**config.mk**
```make
export PLATFORM = sky130hd
export DESIGN_NAME = seq_normalizer
export DESIGN_NICKNAME = d
export VERILOG_FILES = /design/src/rtl/seq_normalizer.sv
export SDC_FILE = /design/constraint.sdc
export NUM_CORES = 1
export LEC_CHECK = 0
export BUFFER_PORTS_ARGS = -buffer_cell sky130_fd_sc_hd__buf_4
export CORE_AREA = 2 2 43 45
export CTS_BUF_LIST = sky130_fd_sc_hd__clkbuf_16
export DETAILED_ROUTE_END_ITERATION = 10
export DIE_AREA = 0 0 45 47
export PLACE_DENSITY = 0.69
export SETUP_SLACK_MARGIN = 0.02
export SYNTH_ARGS = -nofsm -noshare
export SYNTH_HDL_FRONTEND = slang
export SYNTH_SLANG_ARGS = --single-unit
```
**constraint.sdc**
```tcl
create_clock -name clk -period 1.3 [get_ports clk]
set_input_delay 0.065 -clock clk [delete_from_list [all_inputs] [get_ports clk]]
set_output_delay 0.065 -clock clk [all_outputs]
set_load 0.02 [all_outputs]
```
**src/rtl/seq_normalizer.sv**
```systemverilog
// seq_normalizer: sequential leading-one normalizer.
// A word is accepted in IDLE and shifted left one bit per clock in SHIFT until
// its MSB is set. DONE then presents the normalized word and the shift count
// until the consumer takes them. Recovery: data_in << shift_amt == data_out.
// All result outputs are registered; in_ready is decoded from the state.
module seq_normalizer #(
  parameter int WIDTH = 4,
  parameter int CNT_W = $clog2(WIDTH)
) (
  input  logic             clk,
  input  logic             rst,
  input  logic             in_valid,
  output logic             in_ready,
  input  logic [WIDTH-1:0] data_in,
  output logic             out_valid,
  input  logic             out_ready,
  output logic [WIDTH-1:0] data_out,
  output logic [CNT_W-1:0] shift_amt,
  output logic             zero
);

  localparam logic [1:0] ST_IDLE  = 2'd0;
  localparam logic [1:0] ST_SHIFT = 2'd1;
  localparam logic [1:0] ST_DONE  = 2'd2;

  localparam logic [WIDTH-1:0] WORD_ZERO = {WIDTH{1'b0}};
  localparam logic [CNT_W-1:0] CNT_ZERO  = {CNT_W{1'b0}};
  localparam logic [CNT_W-1:0] CNT_STEP  = CNT_W'(1);

  logic [1:0]       state_r;
  logic [WIDTH-1:0] work_r;
  logic [CNT_W-1:0] count_r;
  logic             out_valid_r;
  logic [WIDTH-1:0] data_out_r;
  logic [CNT_W-1:0] shift_amt_r;
  logic             zero_r;

  // Ready only while idle; held low during reset so nothing is accepted then.
  assign in_ready  = (state_r == ST_IDLE) && !rst;
  assign out_valid = out_valid_r;
  assign data_out  = data_out_r;
  assign shift_amt = shift_amt_r;
  assign zero      = zero_r;

  // Control FSM plus work/count datapath and registered result outputs.
  always_ff @(posedge clk) begin
    if (rst) begin
      state_r     <= ST_IDLE;
      work_r      <= WORD_ZERO;
      count_r     <= CNT_ZERO;
      out_valid_r <= 1'b0;
      data_out_r  <= WORD_ZERO;
      shift_amt_r <= CNT_ZERO;
      zero_r      <= 1'b0;
    end else begin
      case (state_r)
        ST_IDLE: begin
          // in_ready is implied here because rst is low and state is IDLE.
          if (in_valid) begin
            work_r  <= data_in;
            count_r <= CNT_ZERO;
            zero_r  <= (data_in == WORD_ZERO);
            state_r <= ST_SHIFT;
          end else begin
            state_r <= ST_IDLE;
          end
        end
        ST_SHIFT: begin
          if (work_r == WORD_ZERO) begin
            // All-zero word has no leading one; report it without shifting.
            zero_r      <= 1'b1;
            data_out_r  <= WORD_ZERO;
            shift_amt_r <= CNT_ZERO;
            out_valid_r <= 1'b1;
            state_r     <= ST_DONE;
          end else if (work_r[WIDTH-1]) begin
            data_out_r  <= work_r;
            shift_amt_r <= count_r;
            out_valid_r <= 1'b1;
            state_r     <= ST_DONE;
          end else begin
            // At most WIDTH-1 shifts happen, so the count cannot wrap.
            work_r  <= {work_r[WIDTH-2:0], 1'b0};
            count_r <= count_r + CNT_STEP;
            state_r <= ST_SHIFT;
          end
        end
        ST_DONE: begin
          // Outputs hold untouched until the consumer takes the result.
          if (out_ready) begin
            out_valid_r <= 1'b0;
            state_r     <= ST_IDLE;
          end else begin
            state_r <= ST_DONE;
          end
        end
        default: begin
          out_valid_r <= 1'b0;
          state_r     <= ST_IDLE;
        end
      endcase
    end
  end

endmodule

```
-- After elaboration in Yosys (flattened, before gate mapping)
Index checks and enable logic that the tools add are counted.
- register bits after elaboration: 16
- bits of input ports: 8
- output and inout bits: 9
- logic and storage cells: 54
- $add $sub $neg: 1
- eq/ne operators: 8
- multiplexer cells: 24
- bitwise operators: 1
- reduce and logical (&&, ||, !) cells: 12
- operator list (kind ; count):
    4-bit two-way mux ; 5
    2-bit two-way mux ; 8
    2-bit inequality test (second input constant) ; 5
    3-bit AND reduction ; 3
    4-bit logical NOT ; 2
    4-bit one-hot mux with 2 select lines ; 1
    1-bit two-way mux ; 6
    2-bit one-hot mux with 3 select lines ; 1
    2-bit one-hot mux with 2 select lines ; 1
    4-bit AND reduction ; 1
    2-bit nonzero test ; 2
    3-bit inequality test (second input constant) ; 1
    1-bit one-hot mux with 3 select lines ; 1
    2-bit by 1-bit adder with 2-bit output (second input constant) ; 1
    2-bit by 1-bit equality test with 1-bit output (second input constant) ; 1
    2-bit equality test (second input constant) ; 1
    2-bit logical NOT ; 1
    1-bit one-hot mux with 2 select lines ; 1
    2-bit AND reduction ; 1
    1-bit logical AND ; 1
    1-bit logical NOT ; 1
    1-bit inverter ; 1

-- Logic depth before layout (Yosys ltp)
- depth after elaboration: 4
- gate-level depth with buffers: 4
- gate-level depth less buffers: 3

-- Worst setup path after synthesis
Ideal clock, no wire load.
- path kind: reg-to-reg
- start: register state_r[0]
- end: register count_r[1]
- library setup time: 0.070 ns
- data arrival time: 1.315 ns
- required time: 1.230 ns
- slack: -0.086 ns
- cell stages (with the launch flop): 4
- path buffers: 0
- period minus slack after synthesis: 1.386 ns
- path through: dfxtp_1 or3b_4 or4_1 a21oi_1
- cells in the longest elaborated chain, start to end: 3
- elaborated cells on any way between the ends: 8
- classes of those cells: eq/ne (4); mux (1); reduce/logical (3)
- ends and longest elaborated chain (element ; line ; source):
    start, declared ; 30 ; logic [1:0] state_r;
    start signal, assigned ; 48 ; state_r <= ST_IDLE;
    start signal, assigned ; 63 ; state_r <= ST_SHIFT;
    start signal, assigned ; 65 ; state_r <= ST_IDLE;
    2-bit by 1-bit equality test with 1-bit output / 2-bit logical NOT (equally long branches) ; 56 ; case (state_r)
    2-bit inequality test (no line) / 2-bit nonzero test (equally long branches) ; -- ;
    4-bit AND reduction (no line) ; -- ;
    end signal, assigned ; 84 ; count_r <= count_r + CNT_STEP;
    end, declared ; 32 ; logic [CNT_W-1:0] count_r;
Parallel ways exist; a longest one is shown, timed or not.
A chain may end at the register's enable or synchronous reset.

-- Final worst setup path
Same ends and word-level chain as after synthesis.

==> results.md <==
Critical path:
- The critical path is of the reg -> reg type.
- In this run the critical register-to-register path is captured at count_r[1].
- The kind of cell with the highest combined delay on the critical path is simple AND/OR/NAND/NOR gates.
- Traced cell by cell, the critical path runs through or3b_4, or4_4, a21oi_2.
- The highest-delay cell along the critical path is sky130_fd_sc_hd__or4_4.
- STA classifies the critical path endpoint as a flip-flop.
- In this design, the stage delay of the slowest critical-path cell is 0.43 ns.
- The endpoint arrival time on the critical path is 1.55 ns.
- Across all register-to-register paths, the minimum setup slack is -0.06 ns.
- The source of the worst register-to-register timing path is state_r[0].
- The worst setup path is launched from a flip-flop.
- The number of cell instances on the worst register-to-register path is 3.
- The largest driver fanout on the critical path is 5.
- The data required time of the critical path is 1.49 ns.
- The number of buffers and inverters on the critical path is 0.

Drt:
- The detail route stage leaves a number of antenna-violating nets equal to 0.
- Summing over every cut layer, the via total after detailed routing is 723.
- The iteration-0 DRC count of the detailed router is 13.
- In the routed layout, each cell is associated on average with a via count of 5.562.
- The final routed wirelength across all metal layers is 1812 um.
- For this run, the detailed router's first-pass iteration total came to 4.
- The number of design rule violations left after detail routing is 0.
- The routed wirelength normalized by instance count is 13.94 um.

Floorplan:
- The area of the die is 2115 sq um.
- The floorplan step defined a core boundary enclosing 1652 sq um.
- The number of ports placed on the die boundary is 17.
- The starting utilization of the core area is 0.4288.
- The horizontal die dimension is 45 um.
- In this run the vertical extent of the chip is 47 um.
- The number of placement rows is 15.

Run status:
- The checks that failed: setup timing.
- The run finished, with violations left.

Timing:
- The sum of negative setup slack is -0.1327 ns.
- In this run the tightest slew margin relative to its limit is 0.7760.
- Across all setup checks in the final design, the least slack found is -0.05935 ns.
- Between clock sinks in the finished design, the worst skew comes to 0.002565 ns.
- The hold violation total from the final report is 0.
- Counting I/O delays and the setup requirement, the final critical path takes 1.359 ns.
- The fmax is 735.6 MHz.
- The ratio of final minimum period to clock period is 1.046.
- Setup repair after global routing could not meet its margin everywhere.
- The total count of max-transition violations in the final report was 0.
- The total of endpoints with negative setup slack in the final report is 5.
- The slew at the pin closest to its max-slew limit is 0.3307 ns.

GRT:
- The number of global-route vias before repair is 635.
- The sum of overflow across all layers after global routing is 0.
- The first global-routing pass estimated 2808 um of wire.
- Entering global routing, the biggest net connects 23 pins.
- The initial antenna violation count is 0.
- Across every metal layer, demand over resource in global routing totals 0.1901.

Placed design:
- OpenSTA, run right after detailed placement, puts the worst setup slack at -0.08916 ns.
- Once detailed placement completed, the half-perimeter wirelength came to 1207 um.
- The count of buffers added on input and output ports is 16.
- The final weighted congestion in routability-driven placement is 0.7959.

Min path:
- For hold timing, the worst endpoint is work_r[0].
- The worst hold-check path type is in -> reg.
- The number of instances on the worst hold path is 3.
- The startpoint identified for the worst hold timing path is data_in[0].

CTS:
- The count of hold-fix buffers inserted at cts is 0.
- After clock tree synthesis, the clock-pin slew on the worst setup and hold paths is 0.05 ns.
- The maximum number of buffers from clock root to sink is 2.
- The tree built by TritonCTS fans out to 16 sinks.
- The clock tree root driver cell is sky130_fd_sc_hd__clkbuf_16.
- TritonCTS built the clock tree.
- Clock latency on the worst-skew pair, taken at its later pin, is 0.25 ns.
- The number of clock buffers inserted by TritonCTS is 3.
- The H-tree depth reported by CTS is 1.

Job:
- The max capacitance violation total is 0.

Logic synthesis:
- The number of register bits inferred by synthesis is 16.
- Averaged over all synthesized cells, the footprint is 8.852 sq um.
- The cell area that synthesis handed to floorplanning was 708.2 sq um.
- The proportion of synthesized chip area in sequential cells is 0.4523.
- The net count after synthesis is 88.
- Synthesis produced a netlist whose cell count is 80.
- For this run, the number of Yosys warnings is 0.
- Counting distinct cell types in the post-synthesis netlist gives 24.

Final layout:
- The number of antenna diodes in the final layout is 0.
- Fill cells in the final layout number 144.
- Compared with the post-synthesis result, the final layout area differs by 50.53%.
- The final layout contains 122 nets.
- The fraction of layout instances using a drive strength above 1 is 0.3982.

Power:
- VDD sags by at most 984.3 uV.
- Summing internal, switching and leakage power gives 0.001507 W.
- The power density over the cells is 1414 nW/um^2.
- The analysis attributes to cell leakage a power of 0.4352 nW.
==> what timing repair did <==
item                       in CTS  in global routing
setup buffers                   2                  1
setup endpoints to repair       6                 14
pin swaps                       1                  0
gates resized for setup         2                  9
==> synth_stat cells <==
cell | number | area [sq um]
sky130_fd_sc_hd__nand3_1 | 1 | 5.000
sky130_fd_sc_hd__clkbuf_1 | 3 | 11.26
sky130_fd_sc_hd__nand3b_1 | 4 | 30.03
sky130_fd_sc_hd__nor3b_1 | 2 | 15.01
sky130_fd_sc_hd__o32ai_1 | 1 | 8.760
sky130_fd_sc_hd__or3b_2 | 1 | 8.760
sky130_fd_sc_hd__inv_1 | 2 | 7.510
sky130_fd_sc_hd__o311ai_0 | 1 | 8.760
sky130_fd_sc_hd__or3b_4 | 1 | 11.26
sky130_fd_sc_hd__nand2_1 | 4 | 15.01
sky130_fd_sc_hd__nor4_1 | 1 | 6.260
sky130_fd_sc_hd__nor2b_1 | 4 | 25.02
sky130_fd_sc_hd__nor3_1 | 4 | 20.02
sky130_fd_sc_hd__or4_1 | 2 | 15.01
sky130_fd_sc_hd__and3b_1 | 1 | 8.760
sky130_fd_sc_hd__a211oi_1 | 6 | 45.04
sky130_fd_sc_hd__nor2_1 | 3 | 11.26
sky130_fd_sc_hd__nand2b_1 | 5 | 31.28
sky130_fd_sc_hd__mux2i_1 | 2 | 20.02
sky130_fd_sc_hd__o21a_1 | 1 | 7.510
sky130_fd_sc_hd__a21oi_1 | 5 | 25.02
sky130_fd_sc_hd__o21ai_0 | 9 | 45.04
sky130_fd_sc_hd__or3_1 | 1 | 6.260
sky130_fd_sc_hd__dfxtp_1 | 16 | 320.3
==> registers in the layout, summed over array words and instances, names as in the netlist <==
register	cells
data_out	4
work_r	4
count_r	2
shift_amt	2
state_r	2
out_valid	1
zero	1
==> worst max path at each step <==
stage,startpoint,to,slack [ns],cells after the start
after floorplan,state_r[0],count_r[1],-0.02,3
after CTS,state_r[0],count_r[1],-0.05,3
after global routing,state_r[0],count_r[1],-0.11,3
after global placement,state_r[1],count_r[0],-0.05,3
after detailed placement,state_r[1],count_r[0],-0.09,3
final,state_r[0],count_r[1],-0.06,3
==> report_power, final <==
| part | internal, W | switching, W | leakage (nW) |
|---|---|---|---|
| combinational | 0.000170 | 0.000171 | 0.265 |
| sequential | 0.000527 | 0.0000241 | 0.132 |
| clock | 0.000409 | 0.000206 | 0.0385 |
| total | 0.00111 | 0.000402 | 0.435 |
==> through the flow <==
stage,cells,utilization,hold slack [ns],cell area (sq um)
after floorplan,80,-,0.2055,710.7
after global placement,123,0.5682,0.3415,938.4
after detailed placement,123,0.5682,0.3472,938.4
after CTS,129,0.6258,0.08158,1033
after global routing,130,0.6455,0.1011,1066
final,130,0.6455,0.07901,1066
==> layout by cell type, fill, tap and decap left out <==
cell / synthesis / final
sky130_fd_sc_hd__buf_4: 0 / 32
sky130_fd_sc_hd__and3b_1: 1 / 1
sky130_fd_sc_hd__clkinv_1: 0 / 1
sky130_fd_sc_hd__nor3_2: 0 / 1
sky130_fd_sc_hd__dfxtp_1: 16 / 13
sky130_fd_sc_hd__nand3b_1: 4 / 4
sky130_fd_sc_hd__nor4_1: 1 / 1
sky130_fd_sc_hd__a21oi_1: 5 / 4
sky130_fd_sc_hd__o21a_2: 0 / 1
sky130_fd_sc_hd__or3b_4: 1 / 1
sky130_fd_sc_hd__inv_1: 2 / 2
sky130_fd_sc_hd__o21ai_4: 0 / 1
sky130_fd_sc_hd__nor3b_1: 2 / 2
sky130_fd_sc_hd__nand2b_1: 5 / 5
sky130_fd_sc_hd__or4_4: 0 / 1
sky130_fd_sc_hd__or3_1: 1 / 1
sky130_fd_sc_hd__or4_1: 2 / 1
sky130_fd_sc_hd__nand2_1: 4 / 4
sky130_fd_sc_hd__clkbuf_16: 0 / 3
sky130_fd_sc_hd__nor2b_1: 4 / 4
sky130_fd_sc_hd__nor2_1: 3 / 3
sky130_fd_sc_hd__o311ai_1: 0 / 1
sky130_fd_sc_hd__nand3_1: 1 / 1
sky130_fd_sc_hd__or3b_2: 1 / 1
sky130_fd_sc_hd__dfxtp_2: 0 / 3
sky130_fd_sc_hd__o21ai_1: 0 / 2
sky130_fd_sc_hd__a21oi_2: 0 / 1
sky130_fd_sc_hd__a211oi_1: 6 / 6
sky130_fd_sc_hd__mux2i_1: 2 / 2
sky130_fd_sc_hd__o21ai_0: 9 / 6
sky130_fd_sc_hd__nor3_1: 4 / 3
sky130_fd_sc_hd__o32ai_1: 1 / 1
==> routing by layer <==
layer  vias up  track usage  share of wire
li1        360            -              -
met1       337       0.2272           0.45
met2        21       0.3057           0.48
met3         5      0.05000          0.039
met4         0       0.1176          0.026
met5         -            0              0
==> worst min-delay path, stage by stage <==
cell and delay (ns):
sky130_fd_sc_hd__buf_4 0.11, sky130_fd_sc_hd__nand2_1 0.05, sky130_fd_sc_hd__a21oi_1 0.05
==> logic make-up after synthesis <==
| kind of cell | count (synthesis) | share of synthesized area |
|---|---|---|
| AO/OA/AOI/OAI | 23 | 0.1979 |
| buffers and inverters | 5 | 0.02650 |
| flip-flops | 16 | 0.4523 |
| multiplexers | 2 | 0.02827 |
| AND/OR/NAND/NOR | 34 | 0.2950 |
==> area by class of cell <==
class                           instances  area (sq um)  area share
Multi-Input combinational cell         59         394.1      0.3697
Clock inverter                          1         3.754    0.003521
Timing Repair Buffer                   32         240.2      0.2254
Clock buffer                            3         75.07     0.07042
Inverter                                2         7.507    0.007042
Tap cell                               17         21.27     0.01995
Sequential cell                        16         324.1      0.3040
Power figures use the tool's default switching activity.
